**src/rtl/mdu_pkg.sv**
```systemverilog
// Shared definitions for the multiply/divide unit: op and state encodings, default width.
package mdu_pkg;

  localparam int MDU_WIDTH = 32;

  typedef enum logic [1:0] {
    MDU_MULT  = 2'b00,
    MDU_MULTU = 2'b01,
    MDU_DIV   = 2'b10,
    MDU_DIVU  = 2'b11
  } mdu_op_e;

  typedef enum logic [1:0] {
    IDLE = 2'b00,
    CALC = 2'b01,
    FIX  = 2'b10,
    DONE = 2'b11
  } mdu_state_e;

endpackage

```
**src/rtl/mdu_div_step.sv**
```systemverilog
// One restoring-division step: shift in the next dividend bit, subtract the divisor if it fits.
module mdu_div_step #(
  parameter int WIDTH = 32
) (
  input  logic [WIDTH-1:0] rem,
  input  logic [WIDTH-1:0] divisor,
  input  logic             din,
  output logic [WIDTH-1:0] rem_nxt,
  output logic             q_bit
);

  logic [WIDTH:0] shifted;
  logic [WIDTH:0] diff;

  // rem < divisor keeps shifted below 2*divisor, so bit WIDTH of diff is a clean borrow flag
  assign shifted = {rem, din};
  assign diff    = shifted - {1'b0, divisor};
  assign q_bit   = ~diff[WIDTH];
  assign rem_nxt = q_bit ? diff[WIDTH-1:0] : shifted[WIDTH-1:0];

endmodule

```
**src/rtl/mult_div_unit.sv**
```systemverilog
// Iterative radix-2 multiply/divide unit owning HI/LO, with MTHI/MTLO writes.
// Optional MDU_EARLY_TERM_EN: multiply stops once the remaining multiplier is zero.
module mult_div_unit
  import mdu_pkg::*;
#(
  parameter int WIDTH = MDU_WIDTH,
  parameter int CNT_W = 6
) (
  input  logic             CLK,
  input  logic             RST,
  input  logic             start,
  input  logic [1:0]       op,
  input  logic [WIDTH-1:0] rs_val,
  input  logic [WIDTH-1:0] rt_val,
  input  logic             HEN,
  input  logic             LEN,
  output logic             busy,
  output logic             done,
  output logic             div_zero,
  output logic             wr_err,
  output logic [WIDTH-1:0] hi,
  output logic [WIDTH-1:0] lo
);

  mdu_state_e         state, state_nxt;
  mdu_op_e            op_q;
  logic [CNT_W-1:0]   cnt;
  logic               neg_q, sa_q;
  logic [WIDTH-1:0]   opa, opb, rs_lat;
  logic [2*WIDTH-1:0] acc;

  logic               sa_in, sb_in;
  logic [WIDTH:0]     add_sum;
  logic [WIDTH-1:0]   rem_nxt;
  logic               q_bit;
  logic               calc_last;
  logic [2*WIDTH-1:0] prod, prod_s;
  logic [WIDTH-1:0]   quo_s, rem_s;

  assign busy  = (state == CALC) || (state == FIX);
  assign sa_in = ~op[0] & rs_val[WIDTH-1];
  assign sb_in = ~op[0] & rt_val[WIDTH-1];

  // multiply: add multiplicand into the upper half, then shift the whole accumulator right
  assign add_sum = {1'b0, acc[2*WIDTH-1:WIDTH]} + (opb[0] ? {1'b0, opa} : '0);

  mdu_div_step #(.WIDTH(WIDTH)) u_div_step (
    .rem     (acc[2*WIDTH-1:WIDTH]),
    .divisor (opa),
    .din     (opb[WIDTH-1]),
    .rem_nxt (rem_nxt),
    .q_bit   (q_bit)
  );

  always_comb begin
    calc_last = (cnt == CNT_W'(WIDTH-1));
`ifdef MDU_EARLY_TERM_EN
    if (!op_q[1] && (opb[WIDTH-1:1] == '0))
      calc_last = 1'b1;
`endif
  end

  always_comb begin
    state_nxt = state;
    case (state)
      IDLE:    if (start) state_nxt = CALC;
      CALC:    if (calc_last) state_nxt = FIX;
      FIX:     state_nxt = DONE;
      DONE:    state_nxt = IDLE;
      default: state_nxt = IDLE;
    endcase
  end

  always_ff @(posedge CLK) begin
    if (RST) state <= IDLE;
    else     state <= state_nxt;
  end

`ifdef MDU_EARLY_TERM_EN
  logic [CNT_W:0] align_sh;
  assign align_sh = (CNT_W+1)'(WIDTH) - {1'b0, cnt};
`endif

  always_comb begin
    prod = acc;
`ifdef MDU_EARLY_TERM_EN
    // after n steps the product sits WIDTH-n bits too high
    prod = acc >> align_sh;
`endif
    prod_s = neg_q ? -prod : prod;
    quo_s  = neg_q ? -acc[WIDTH-1:0] : acc[WIDTH-1:0];
    rem_s  = sa_q ? -acc[2*WIDTH-1:WIDTH] : acc[2*WIDTH-1:WIDTH];
  end

  always_ff @(posedge CLK) begin
    if (RST) begin
      op_q     <= MDU_MULT;
      cnt      <= '0;
      neg_q    <= 1'b0;
      sa_q     <= 1'b0;
      opa      <= '0;
      opb      <= '0;
      rs_lat   <= '0;
      acc      <= '0;
      hi       <= '0;
      lo       <= '0;
      done     <= 1'b0;
      div_zero <= 1'b0;
      wr_err   <= 1'b0;
    end else begin
      done     <= (state == FIX);
      div_zero <= (state == FIX) && op_q[1] && (opa == '0);
      wr_err   <= busy && (start || HEN || LEN);
      case (state)
        IDLE: begin
          if (HEN) hi <= rs_val;
          if (LEN) lo <= rs_val;
          if (start) begin
            op_q   <= mdu_op_e'(op);
            cnt    <= '0;
            neg_q  <= sa_in ^ sb_in;
            sa_q   <= sa_in;
            opa    <= sb_in ? -rt_val : rt_val;
            opb    <= sa_in ? -rs_val : rs_val;
            rs_lat <= rs_val;
            acc    <= '0;
          end
        end
        CALC: begin
          cnt <= cnt + 1'b1;
          if (op_q[1]) begin
            acc <= {rem_nxt, acc[WIDTH-2:0], q_bit};
            opb <= {opb[WIDTH-2:0], 1'b0};
          end else begin
            acc <= {add_sum, acc[WIDTH-1:1]};
            opb <= {1'b0, opb[WIDTH-1:1]};
          end
        end
        FIX: begin
          if (op_q[1]) begin
            if (opa == '0) begin
              hi <= rs_lat;
              lo <= '1;
            end else begin
              hi <= rem_s;
              lo <= quo_s;
            end
          end else begin
            hi <= prod_s[2*WIDTH-1:WIDTH];
            lo <= prod_s[WIDTH-1:0];
          end
        end
        default: ;
      endcase
    end
  end

endmodule

```
**config.mk**
```make
export PLATFORM = sky130hd
export DESIGN_NAME = mult_div_unit
export DESIGN_NICKNAME = d
export VERILOG_FILES = /design/src/rtl/mdu_pkg.sv /design/src/rtl/mdu_div_step.sv /design/src/rtl/mult_div_unit.sv
export SDC_FILE = /design/constraint.sdc
export NUM_CORES = 1
export LEC_CHECK = 0
export CELL_PAD_IN_SITES_DETAIL_PLACEMENT = 1
export CELL_PAD_IN_SITES_GLOBAL_PLACEMENT = 1
export CORE_ASPECT_RATIO = 1.1
export CORE_MARGIN = 3
export CORE_UTILIZATION = 40
export DETAILED_ROUTE_END_ITERATION = 16
export MAX_ROUTING_LAYER = met4
export PLACE_DENSITY = 0.84
export REMOVE_ABC_BUFFERS = 1
export SETUP_SLACK_MARGIN = 0.3
export SLEW_MARGIN = 10
export SYNTH_ARGS = -nofsm -noshare
export SYNTH_HDL_FRONTEND = slang
export SYNTH_SLANG_ARGS = --single-unit
```
**constraint.sdc**
```tcl
create_clock -name CLK -period 3.24 [get_ports CLK]
set_input_delay 0.648 -clock CLK [delete_from_list [all_inputs] [get_ports CLK]]
set_output_delay 0.648 -clock CLK [all_outputs]
set_load 0.03 [all_outputs]
```
==> results.sh, run 1 <==
export IMPL_syn_mean_instance_area_sq_um=7.416
export IMPL_cts_tree="built"
export IMPL_path_class="reg -> reg"
export IMPL_synth_seq_cells=238
export IMPL_worstHoldEndpoint="rs_lat[10]$_SDFFE_PP0P_"
export IMPL_clock_path_buffers=3
export IMPL_track_usage=0.2941
export IMPL_worstPathRequired_ps=3740
export IMPL_layout_common_cells="283 x nand2_1, 249 x nor2_1, 226 x dfxtp_1, 225 x buf_4, 204 x a21oi_1"
export IMPL_final_period_utilization=1.020
export IMPL_initial_core_util=0.4078
export IMPL_tightestPinTransition_ps=987.4
export IMPL_report_final_slew_viol_count=0
export IMPL_die_height_microns=227.5
export IMPL_timing_rr_start="opb[0]$_SDFFE_PP0P_"
export IMPL_io_pins=139
export IMPL_unrepaired_setup_endpoints_after_global_routing="true"
export IMPL_detail_route_iter0_violations=1302
export IMPL_yosys_most_used_dff="dfxtp_1"
export IMPL_proportion_of_synthesized_chip_area_in_sequential_cells=0.2671
export IMPL_p_comb_frac=0.529
export IMPL_routedWlPerCell_microns=23.10
export IMPL_fill_cells=5269
export IMPL_utilization=0.5322
export IMPL_chipWidth_microns=207.3
export IMPL_rows=80
export IMPL_setup_viol=2
export IMPL_overflow=0
export IMPL_power_ir_vdd_worst_mv=0.4235
export IMPL_fin_nets=2788
export IMPL_outcome="finished, violations left"
export IMPL_synth_cell_area_sq_um=17840
export IMPL_layout_drive_gt1_share=0.1828
export IMPL_relSlewSlack=0.3393
export IMPL_numCtsBuffers=28
export IMPL_hold_depth=2
export IMPL_synth_distinct_cells=79
export IMPL_final_hold_worst_slack_ps=442.4
export IMPL_areaGrowthSynthToFinish_pct=30.52
export IMPL_clock_pin_slew_on_the_worst_setup_and_hold_paths_ps=70
export IMPL_clk_root_buffer_cell="clkbuf_16"
export IMPL_grt_start_max_net_pins=128
export IMPL_pwr_share_clk=0.208
export IMPL_r2r_end="acc[57]$_SDFFE_PP0P_"
export IMPL_postRouteAntennaNets=0
export IMPL_worst_hold_startpoint="RST"
export IMPL_place_area_sq_um=21010
export IMPL_synth_enable_flop_cells=0
export IMPL_power_switching_share=0.4536
export IMPL_critical_path_startpoint_type="register"
export IMPL_drcViolationCount=0
export IMPL_power_density_nw_per_um2=721.1
export IMPL_synth_async_reset_ratio=0
export IMPL_die_area_sq_um=47160
export IMPL_worst_r2r_path_depth=14
export IMPL_p_leak_nw=9.014
export IMPL_multi_input_area_sq_um=13000
export IMPL_viasPerCell=6.189
export IMPL_violations_in_the_final_reports="setup timing"
export IMPL_rrSetupSlack_ps=-60
export IMPL_worst_path_max_fanout=12
export IMPL_cp_data_arrival_time_ps=3800
export IMPL_ctsHtreeMaxLevel=1
export IMPL_clock_sink_count=238
export IMPL_pwr_share_seq=0.263
export IMPL_num_vias=20050
export IMPL_timing_setup_tns_ps=-104.6
export IMPL_most_frequent_standard_cell_in_the_layout_excluding_fill_and_tap_cells="nand2_1"
export IMPL_worst_skew_pair_late_latency_ps=570
export IMPL_p_sw_w=0.007615
export IMPL_drt_wl_total_microns=74810
export IMPL_gp_congestion=0.9716
export IMPL_register_area_sq_um=4787
export IMPL_hold_class="in -> reg"
export IMPL_portBuffers=138
export IMPL_number_of_global_route_vias_before_repair=20410
export IMPL_finalCriticalPeriod_ps=3305
export IMPL_drt_first_pass_iters=5
export IMPL_synthesis_instances=2405
export IMPL_grt_first_pass_wirelength_microns=110400
export IMPL_internal_power_w=0.009172
export IMPL_count_of_maximum_capacitance_violations=0
export IMPL_post_dp_hpwl_microns=51430
export IMPL_timing_fmax_ghz=0.3026
export IMPL_finalClockSkew_ps=10.57
export IMPL_finalPower_w=0.01679
export IMPL_placeable_core_area_sq_um=43740
export IMPL_grt_antenna_before_repair=2
export IMPL_post_route_worst_setup_slack_ps=-64.64
export IMPL_finalHoldViolations=0
export IMPL_layout_cell_area_non_filler_sq_um=23280
export IMPL_worstSetupEndpointType="register"
export IMPL_synth_warning_count=0
kinds of logic after synthesis:
kind of cell	count (synthesis)	synth area share
xor+xnor	193	0.09477
buf+inv	249	0.05416
compound gates	700	0.2516
simple gates	852	0.2234
fa+ha+maj	74	0.05275
flops	238	0.2671
mux	99	0.05619
power groups by stage:
| stage | combinational, W | sequential, W | clock [W] |
|---|---|---|---|
| 2_1_floorplan | 0.00417 | 0.00495 | 0 |
| 3_3_place_gp | 0.00786 | 0.00437 | 0 |
| 3_5_place_dp | 0.00814 | 0.00441 | 0 |
| 4_1_cts | 0.00850 | 0.00438 | 0.00352 |
| 5_1_grt | 0.00946 | 0.00449 | 0.00366 |
| 6_report | 0.00888 | 0.00441 | 0.00350 |
worst max path at each step:
stage,startpoint,slack [ps],endpoint
after detailed placement,rs_val[10],-420,opb[30]$_SDFFE_PP0P_
after global placement,rs_val[10],-320,opb[30]$_SDFFE_PP0P_
after global routing,opb[0]$_SDFFE_PP0P_,-110,acc[57]$_SDFFE_PP0P_
after CTS,opb[31]$_SDFFE_PP0P_,80,acc[39]$_SDFFE_PP0P_
after floorplan,op_q[1]$_SDFFE_PP0P_,-2140,acc[59]$_SDFFE_PP0P_
final,opb[0]$_SDFFE_PP0P_,-60,acc[57]$_SDFFE_PP0P_
flip-flops by register name, summed over array words and instances, names as in the netlist:
signal and count:
hi 32, div_zero 1, wr_err 1, opa 32, rs_lat 32, acc 64
lo 32, done 1, neg_q 1, cnt 6, state 2, opb 32
sa_q 1, op_q 1
final cells by class:
type / instances / share of cell area
inverter: 68 / 0.01107
clock inverter: 15 / 0.008062
antenna: 1 / 0.0001075
timing repair buffer: 389 / 0.1504
multi-input combinational: 1918 / 0.5585
sequential: 238 / 0.2056
tap: 574 / 0.03085
clock buffer: 36 / 0.03531
layer usage:
metal | track usage | vias up | share of wire
li1 | - | 9056 | -
met1 | 0.3380 | 9856 | 0.39
met3 | 0.02743 | 282 | 0.061
met5 | - | - | 0
met2 | 0.5200 | 853 | 0.50
met4 | 0.1397 | 0 | 0.054
synthesized netlist by cell type (16+ instances only):
cell type  count  share of area
nand2_1      288          0.061
nor2_1       251          0.053
dfxtp_1      238           0.27
a21oi_1      216          0.061
clkbuf_1     145          0.031
o21ai_0      141          0.040
xnor2_1      112          0.055
mux2i_1       90          0.051
xor2_1        81          0.040
ha_1          72          0.051
a211oi_1      70          0.029
inv_1         68          0.014
nor3_1        52          0.015
o211ai_1      51          0.021
and2_1        41          0.014
nand2b_1      38          0.013
a311oi_1      32          0.016
nand3_1       32         0.0090
o31ai_1       28          0.012
or3_1         27         0.0095
a31oi_1       21         0.0074
buf_1         21         0.0044
nor2b_1       20         0.0070
a21o_1        19         0.0080
nor4_1        19         0.0067
and3_1        16         0.0056
through the flow:
stage	setup slack, ps	cells
after CTS	77.66	3224
after global placement	-320.4	3156
after global routing	-110.1	3239
final	-64.64	3239
after detailed placement	-415.6	3156
after floorplan	-2140	2224
critical path: stages (launching register included):
cell	delay, ps
dfxtp_4	400
buf_4	160
buf_16	150
and2_1	160
ha_1	250
a21oi_1	240
o21ai_1	160
or3_1	370
a211oi_1	350
buf_4	230
nor2_1	90
a311oi_2	290
xnor2_1	140
o21ai_0	90
o21ai_1	160
timing repair:
item	4_1_cts	5_1_grt
hold buffers	0	0
pin swaps	39	48
cloned	3	0
endpoints found under the setup margin	68	75
gates resized for setup	95	127
setup buffers	14	14
(Power assumes the default switching activity.)
==> run 2: changes to the inputs <==
- SLEW_MARGIN: 10 -> 30
==> results of run 2 <==
Same layout as run 1: the final DEF is identical, and so are final timing and power.
